## config.mk

```make
export PLATFORM = sky130hd
export DESIGN_NAME = weight_load_sequencer
export DESIGN_NICKNAME = d
export VERILOG_FILES = /design/src/rtl/weight_load_sequencer.sv
export SDC_FILE = /design/constraint.sdc
export NUM_CORES = 1
export LEC_CHECK = 0
export ABC_CLOCK_PERIOD_IN_PS = 2500
export BUFFER_PORTS_ARGS = -buffer_cell sky130_fd_sc_hd__buf_2
export CORE_MARGIN = 2
export CORE_UTILIZATION = 39
export DETAILED_ROUTE_END_ITERATION = 8
export PLACE_DENSITY = 0.69
export SLEW_MARGIN = 20
export SYNTH_ARGS = -nofsm -noshare
export SYNTH_HDL_FRONTEND = slang
export SYNTH_SLANG_ARGS = --single-unit
```

## constraint.sdc

```tcl
create_clock -name clk -period 2.5 [get_ports clk]
set_input_delay 0.5 -clock clk [delete_from_list [all_inputs] [get_ports clk]]
set_output_delay 0.5 -clock clk [all_outputs]
set_load 0.05 [all_outputs]
```

## src/rtl/weight_load_sequencer.sv

```systemverilog
// -----------------------------------------------------------------------------
// weight_load_sequencer
//
// Streams a flat image of trained coefficients into the neurons of the layer
// chain. Each accepted stream word becomes a one-cycle weight or bias write on
// the shared config bus. The target layer and neuron are driven alongside.
//
// Image order: for each layer 1..NUM_LAYERS, for each neuron 0..NN-1, the NW
// weight words come first and then one bias word.
//
// Ports:
//   clk, rst           clock, synchronous active-high reset
//   start              one-cycle pulse; starts a load when idle
//   s_data/s_valid/    coefficient stream (AXI-Stream style); s_last marks
//   s_last/s_ready     the final word of the image
//   config_layer_num   target layer of the current write (1-based)
//   config_neuron_num  target neuron of the current write (0-based)
//   weightValue/Valid  weight word and its one-cycle write strobe
//   biasValue/Valid    bias word and its one-cycle write strobe
//   busy               high while a load is in progress
//   done               one-cycle pulse after a correctly framed image
//   err                sticky framing error; cleared by the next start or rst
// -----------------------------------------------------------------------------
module weight_load_sequencer #(
    parameter int                         NUM_LAYERS    = 2,
    parameter logic [16*NUM_LAYERS-1:0]   LAYER_NEURONS = {16'd10, 16'd30},
    parameter logic [16*NUM_LAYERS-1:0]   LAYER_WEIGHTS = {16'd30, 16'd784},
    parameter int                         DATA_WIDTH    = 32
) (
    input  logic                  clk,
    input  logic                  rst,
    input  logic                  start,
    input  logic [DATA_WIDTH-1:0] s_data,
    input  logic                  s_valid,
    input  logic                  s_last,
    output logic                  s_ready,
    output logic [31:0]           config_layer_num,
    output logic [31:0]           config_neuron_num,
    output logic [31:0]           weightValue,
    output logic                  weightValid,
    output logic [31:0]           biasValue,
    output logic                  biasValid,
    output logic                  busy,
    output logic                  done,
    output logic                  err
);

    // Layer index width; the lookup tables are padded to a power of two so
    // every value of the index register addresses a defined entry.
    localparam int LIDX_W    = (NUM_LAYERS > 1) ? $clog2(NUM_LAYERS) : 1;
    localparam int LUT_DEPTH = 1 << LIDX_W;
    localparam logic [LIDX_W-1:0] LAST_LAYER_IDX = LIDX_W'(NUM_LAYERS - 1);

    typedef enum logic [1:0] {
        ST_IDLE,
        ST_LOAD_W,
        ST_LOAD_B,
        ST_DONE
    } state_t;

    // ------------------------------------------------------------------
    // Per-layer geometry tables unpacked from the packed parameters
    // ------------------------------------------------------------------
    logic [15:0] neurons_lut [LUT_DEPTH];
    logic [15:0] weights_lut [LUT_DEPTH];

    genvar gi;
    generate
        for (gi = 0; gi < LUT_DEPTH; gi++) begin : g_lut
            if (gi < NUM_LAYERS) begin : g_used
                assign neurons_lut[gi] = LAYER_NEURONS[16*gi +: 16];
                assign weights_lut[gi] = LAYER_WEIGHTS[16*gi +: 16];
            end else begin : g_unused
                assign neurons_lut[gi] = 16'd0;
                assign weights_lut[gi] = 16'd0;
            end
        end
    endgenerate

    // Stream word fitted to the 32-bit config bus
    logic [31:0] s_word;
    generate
        if (DATA_WIDTH >= 32) begin : g_trunc
            assign s_word = s_data[31:0];
        end else begin : g_ext
            assign s_word = {{(32-DATA_WIDTH){1'b0}}, s_data};
        end
    endgenerate

    // ------------------------------------------------------------------
    // State and registered outputs
    // ------------------------------------------------------------------
    state_t             state_reg,        state_next;
    logic [LIDX_W-1:0]  layer_idx_reg,    layer_idx_next;
    logic [15:0]        neuron_reg,       neuron_next;
    logic [15:0]        widx_reg,         widx_next;
    logic [31:0]        layer_num_reg,    layer_num_next;
    logic [31:0]        neuron_num_reg,   neuron_num_next;
    logic [31:0]        weight_value_reg, weight_value_next;
    logic               weight_valid_reg, weight_valid_next;
    logic [31:0]        bias_value_reg,   bias_value_next;
    logic               bias_valid_reg,   bias_valid_next;
    logic               done_reg,         done_next;
    logic               err_reg,          err_next;

    always_ff @(posedge clk) begin
        if (rst) begin
            state_reg        <= ST_IDLE;
            layer_idx_reg    <= '0;
            neuron_reg       <= '0;
            widx_reg         <= '0;
            layer_num_reg    <= '0;
            neuron_num_reg   <= '0;
            weight_value_reg <= '0;
            weight_valid_reg <= 1'b0;
            bias_value_reg   <= '0;
            bias_valid_reg   <= 1'b0;
            done_reg         <= 1'b0;
            err_reg          <= 1'b0;
        end else begin
            state_reg        <= state_next;
            layer_idx_reg    <= layer_idx_next;
            neuron_reg       <= neuron_next;
            widx_reg         <= widx_next;
            layer_num_reg    <= layer_num_next;
            neuron_num_reg   <= neuron_num_next;
            weight_value_reg <= weight_value_next;
            weight_valid_reg <= weight_valid_next;
            bias_value_reg   <= bias_value_next;
            bias_valid_reg   <= bias_valid_next;
            done_reg         <= done_next;
            err_reg          <= err_next;
        end
    end

    // ------------------------------------------------------------------
    // Walk decode
    // ------------------------------------------------------------------
    logic [LIDX_W-1:0] layer_idx_inc;
    logic [15:0]       cur_nn;
    logic [15:0]       cur_nw;
    logic [15:0]       nxt_nw;
    logic              last_weight;
    logic              last_neuron;
    logic              last_layer;
    logic              beat;

    assign layer_idx_inc = layer_idx_reg + 1'b1;
    assign cur_nn        = neurons_lut[layer_idx_reg];
    assign cur_nw        = weights_lut[layer_idx_reg];
    assign nxt_nw        = weights_lut[layer_idx_inc];
    // Compared in 17 bits so a 16-bit count of 65535 cannot wrap.
    assign last_weight   = ({1'b0, widx_reg}   + 17'd1) == {1'b0, cur_nw};
    assign last_neuron   = ({1'b0, neuron_reg} + 17'd1) == {1'b0, cur_nn};
    assign last_layer    = (layer_idx_reg == LAST_LAYER_IDX);

    assign s_ready = (state_reg == ST_LOAD_W) || (state_reg == ST_LOAD_B);
    assign beat    = s_valid && s_ready;

    always_comb begin
        state_next        = state_reg;
        layer_idx_next    = layer_idx_reg;
        neuron_next       = neuron_reg;
        widx_next         = widx_reg;
        layer_num_next    = layer_num_reg;
        neuron_num_next   = neuron_num_reg;
        weight_value_next = weight_value_reg;
        weight_valid_next = 1'b0;
        bias_value_next   = bias_value_reg;
        bias_valid_next   = 1'b0;
        done_next         = 1'b0;
        err_next          = err_reg;

        case (state_reg)
            ST_IDLE: begin
                if (start) begin
                    layer_idx_next = '0;
                    neuron_next    = '0;
                    widx_next      = '0;
                    err_next       = 1'b0;
                    // A layer with no weights goes straight to its biases.
                    state_next     = (weights_lut[0] == 16'd0) ? ST_LOAD_B : ST_LOAD_W;
                end
            end

            ST_LOAD_W: begin
                if (beat) begin
                    weight_valid_next = 1'b1;
                    weight_value_next = s_word;
                    layer_num_next    = 32'(layer_idx_reg) + 32'd1;
                    neuron_num_next   = 32'(neuron_reg);
                    if (s_last) begin
                        // Image ended early: the word is written, load aborts.
                        err_next   = 1'b1;
                        state_next = ST_IDLE;
                    end else if (last_weight) begin
                        state_next = ST_LOAD_B;
                    end else begin
                        widx_next = widx_reg + 16'd1;
                    end
                end
            end

            ST_LOAD_B: begin
                if (beat) begin
                    bias_valid_next = 1'b1;
                    bias_value_next = s_word;
                    layer_num_next  = 32'(layer_idx_reg) + 32'd1;
                    neuron_num_next = 32'(neuron_reg);
                    widx_next       = '0;
                    if (last_neuron && last_layer) begin
                        if (s_last) begin
                            state_next = ST_DONE;
                        end else begin
                            // Final bias must carry s_last.
                            err_next   = 1'b1;
                            state_next = ST_IDLE;
                        end
                    end else if (s_last) begin
                        err_next   = 1'b1;
                        state_next = ST_IDLE;
                    end else if (last_neuron) begin
                        layer_idx_next = layer_idx_inc;
                        neuron_next    = '0;
                        state_next     = (nxt_nw == 16'd0) ? ST_LOAD_B : ST_LOAD_W;
                    end else begin
                        neuron_next = neuron_reg + 16'd1;
                        state_next  = (cur_nw == 16'd0) ? ST_LOAD_B : ST_LOAD_W;
                    end
                end
            end

            ST_DONE: begin
                // done is registered, so it lands one cycle after the last
                // bias strobe, in the same cycle busy falls.
                done_next  = 1'b1;
                state_next = ST_IDLE;
            end

            default: begin
                state_next = ST_IDLE;
            end
        endcase
    end

    assign busy              = (state_reg != ST_IDLE);
    assign config_layer_num  = layer_num_reg;
    assign config_neuron_num = neuron_num_reg;
    assign weightValue       = weight_value_reg;
    assign weightValid       = weight_valid_reg;
    assign biasValue         = bias_value_reg;
    assign biasValid         = bias_valid_reg;
    assign done              = done_reg;
    assign err               = err_reg;

endmodule

```

Word-level counts from Yosys, hierarchy flattened
Index checks and enable logic that the tools add are counted.

storage, ports and cells
  bits in registers = 151
  input bits = 37
  output and inout bits = 134
  word-level logic and storage cells = 105

cells by class
  $add $sub $neg = 6
  $lt $le $gt $ge = 2
  eq/ne operators = 15
  multiplexer cells = 46
  bitwise gates (word level) = 4
  reduce and logical (&&, ||, !) cells = 20

operator list
  operator               number
  $mux 16                15
  $pmux 16 s3            1
  $add 16x1->17 const B  2
  $eq 17x16->1           2
  $add 16x1->16 const B  2
  $logic_not 16->1       2
  $pmux 16 s2            1
  $mux 2                 11
  $mux 10                2
  $ne 2x2->1 const B     8
  $mux 1                 12
  $reduce_and 6->1       2
  $reduce_and 5->1       2
  $pmux 2 s4             1
  $ne 3x3->1 const B     2
  $reduce_and 2->1       3
  $reduce_or 2->1        3
  $mux 5                 1
  $eq 2x2->1 const B     2
  $ge 2x2->1 const B     2
  $not 1->2              2
  $reduce_and 4->1       1
  $reduce_bool 2->1      2
  $pmux 1 s3             1
  9 further kinds        11

Longest topological paths before layout
  word-level depth = 12
  gate-level depth with buffers = 11
  depth with buffers taken out = 9

Worst setup path before layout
Ideal clock, no wire load.

  path type = register to register
  start point = register state_reg[0]
  end point = register err_reg (netlist: err)
  setup time = 74 ps
  data arrival time = 2653 ps
  data required time = 2426 ps
  path slack = -227 ps
  stages on the path, launching flop included = 10
  buffers on the path = 2
  period minus slack after synthesis = 2727 ps
  cells stage by stage = dfxtp_1 inv_1 ha_1 and2_1 clkbuf_1 a21oi_1 or3_1 buf_2 or4_1 a31oi_1

on the way
  cells in the longest elaborated chain, start to end = 5
  elaborated cells on any way between the ends = 12
  classes of those cells = 6 x eq/ne; 1 x mux; 5 x reduce/logical

ends and longest elaborated chain
  element                                          line  text
  start: declaration                               93    state_t state_reg, state_next;
  start signal: assignment                         121   state_reg <= state_next;
  $eq 2x1->1 / $eq 2x2->1 (equally long branches)  157   assign s_ready = (state_reg == ST_LOAD_W) || (state_reg == ST_LOAD_B);
  $logic_or 1x1->1 *                               157
  net s_ready                                      36    output logic s_ready,
  $logic_and 1x1->1 *                              158   assign beat = s_valid && s_ready;
  $ne 2x2->1 (no line)                             n/a
  $reduce_and 5->1 (no line) *                     n/a
  end signal: assignment                           132   err_reg <= err_next;
  end: declaration                                 104   logic err_reg, err_next;

The timed path passes the listed nets; every way through them passes the cells marked *.
A chain may end at the register's enable or synchronous reset.

Worst setup path after layout
  start point = register widx_reg[0]
  end point = register widx_reg[3]

on the way
  cells in the longest elaborated chain, start to end = 5
  elaborated cells on any way between the ends = 9
  classes of those cells = 2 x add/sub; 2 x eq/ne; 4 x mux; 1 x reduce/logical

ends and longest elaborated chain
  element                                                line  text
  start: declaration                                     96    logic [15:0] widx_reg, widx_next;
  start signal: assignment                               124   widx_reg <= widx_next;
  branches (longest 5 deep; another with $add 16x1->17)  n/a

Parallel ways; which one is timed is not known. The select of a mux whose other input is x is not followed.

==> results.sh <==
export IMPL_placed_cell_area_um2=7000
export IMPL_portBuffers=124
export IMPL_gr_usage_all_layers_pct=20.6
export IMPL_fmax_mhz=407
export IMPL_ys_seq_area_share_pct=40.0
export IMPL_core_area_um2=15200
export IMPL_path_class="reg2reg"
export IMPL_cts_sink_count=121
export IMPL_period_share_pct=98.4
export IMPL_pwr_density_cell_nw_per_um2=704
export IMPL_diodes=0
export IMPL_layout_nets=994
export IMPL_via_per_inst=5.25
export IMPL_dieArea_um2=16500
export IMPL_fin_setup_tns_ns=0
export IMPL_syn_to_final_growth_pct=27.1
export IMPL_hold_viol_final=0
export IMPL_rsz0062_at_grt="yes"
export IMPL_routed_wl_mm=16.8
export IMPL_cts_buffers=17
export IMPL_cts_tree="yes"
export IMPL_p_total_mw=5.42
export IMPL_place_hpwl_mm=11.3
export IMPL_ant_nets=0
export IMPL_worstPathArrival_ns=2.81
export IMPL_hp_class="in2reg"
export IMPL_critPathMaxFanout=6
export IMPL_path_clk_slew_ns=0.06
export IMPL_crit_required_ns=2.85
export IMPL_worstSkewPairLatency_ns=0.42
export IMPL_via_count=6033
export IMPL_holdBufCountCts=0
export IMPL_leakage_nw=3.19
export IMPL_rows=45
export IMPL_synth_edf_count=0
export IMPL_drc=0
export IMPL_r2r_setup_slack_ns=0.04
export IMPL_first_iter_violations=409
export IMPL_tightestPinTransition_ns=0.558
export IMPL_fin_area_um2=7700
export IMPL_die_x_um=129
export IMPL_syn_inst=801
export IMPL_fin_skew_ns=0.00966
export IMPL_synth_distinct_cells=68
export IMPL_cts_htree_levels=4
export IMPL_grt_overflow=0
export IMPL_layout_common_cells="208 x nand2_1, 123 x buf_2, 117 x dfxtp_1"
export IMPL_grt_pass1_wl_mm=27.3
export IMPL_grt_pass1_vias=5445
export IMPL_critPathCaptureType="register"
export IMPL_setup_viol=0
export IMPL_antenna_found_initial=0
export IMPL_gp_congestion=0.909
export IMPL_first_pass_iters=5
export IMPL_period_needed_ns=2.46
export IMPL_maxCapViolations=0
export IMPL_floorplan_initialDensity_pct=39.8
export IMPL_yosysWarnings=0
export IMPL_die_height_um=129
export IMPL_cp_start_kind="register"
export IMPL_post_drt_wl_per_cell_um=14.6
export IMPL_synth_area_leader_cell="dfxtp_1"
export IMPL_avgSynthCellArea_um2=7.56
export IMPL_relSlewSlack_pct=62.8
export IMPL_layout_commonest_cell="nand2_1"
export IMPL_ys_seq_elements=121
export IMPL_slew_violations=0
export IMPL_status="finished clean"
export IMPL_ios=171
export IMPL_netlist_area_um2=6050
export IMPL_grt_max_degree=124
export IMPL_synth_area_leaders="dfxtp_1 40%, nand2_1 13%, a21oi_1 9.6%"
export IMPL_drive_above_1_share_pct=26.5
export IMPL_synthFlopType="dfxtp_1"
export IMPL_synthArstFlopShare_pct=0
export IMPL_cts_root_buf="clkbuf_16"
export IMPL_clk_path_buf_depth=2
export IMPL_irDropWorstVdd_v=0.000490
export IMPL_yosys_area_top_type_share_pct=40.0
-- layout make-up --
type	instances	area, um2
fillers	1525	7500
multi-input cells	609	3240
flip-flops and latches	121	2430
repair buffers	190	1140
clock buffers	19	453
well taps	188	235
clock inverters	13	165
inverters	10	37.5
-- synthesized netlist by cell type, types with 3 or more instances --
cell	n
nor3b_1	3
mux2i_1	5
nor2_1	33
buf_4	49
buf_1	6
nand2_1	209
o211ai_1	9
ha_1	8
a211oi_1	3
nand4_1	17
nand3_1	21
buf_2	11
or3_1	6
or4_1	4
nor3_1	19
and2_1	5
a31oi_1	11
and3_1	7
a41o_1	3
nand2b_1	4
clkbuf_1	39
nor4_1	9
nand3b_1	3
a21oi_1	116
o21ai_0	15
xor2_1	4
inv_1	9
dfxtp_1	121
-- layer usage --
layer | global-route usage [%] | up-vias | wire length (um)
met3 | 6.65 | 26 | 1340
met5 | 0 | - | 0
met2 | 32.9 | 251 | 7900
met1 | 26.4 | 2783 | 7260
met4 | 6.78 | 0 | 288
li1 | - | 2973 | -
-- worst max-delay path, cell delays in order, from the launching register on --
cell,delay (ns)
dfxtp_1,0.32
ha_2,0.23
buf_4,0.16
or4_1,0.51
nand3_1,0.09
nand4_1,0.11
o41a_1,0.54
a31o_2,0.28
a31oi_1,0.15
-- timing repair --
action,4_1_cts,5_1_grt
setup buffers,0,3
setup endpoints to repair,2,9
gates resized for setup,3,10
pin swaps,0,6
hold endpoints to repair,0,0
-- where the power goes --
| part | switching [mW] | internal [mW] |
|---|---|---|
| clock | 0.948 | 1.63 |
| combinational | 0.641 | 0.215 |
| sequential | 0.0252 | 1.96 |
| total | 1.61 | 3.81 |
-- worst paths after layout --
path | cells past startpoint | endpoint | startpoint
setup / recovery | 8 | widx_reg[3] | widx_reg[0]
hold / removal | 3 | biasValue[25] | s_data[25]
setup reg to reg | 8 | widx_reg[3] | widx_reg[0]
hold reg to reg | 2 | config_neuron_num[2] | config_neuron_num[2]
-- metrics by stage --
stage	util [%]	setup WS [ns]	hold slack [ns]	instances
5_1_grt	50.6	-0.0379	0.319	1150
6_report	50.6	0.0404	0.321	1150
2_1_floorplan	-	0.00116	0.471	846
4_1_cts	50.2	0.0184	0.309	1147
3_5_place_dp	46.1	0.00267	0.444	1115
3_3_place_gp	46.1	0.0801	0.438	1115
-- logic make-up (layout without fill, tap and decap cells) --
| family | after synthesis | in the layout | synth area share (%) |
|---|---|---|---|
| AO/OA/AOI/OAI | 183 | 183 | 17.8 |
| other | 1 | 46 | 0.0619 |
| XOR/XNOR | 6 | 6 | 0.868 |
| AND/OR/NAND/NOR | 361 | 361 | 28.4 |
| flip-flops | 121 | 121 | 40.0 |
| buffers and inverters | 116 | 232 | 10.5 |
| adder cells (fa/ha/maj) | 8 | 8 | 1.65 |
| multiplexers | 5 | 5 | 0.827 |
Note: power is estimated with default switching activity, not from simulation.
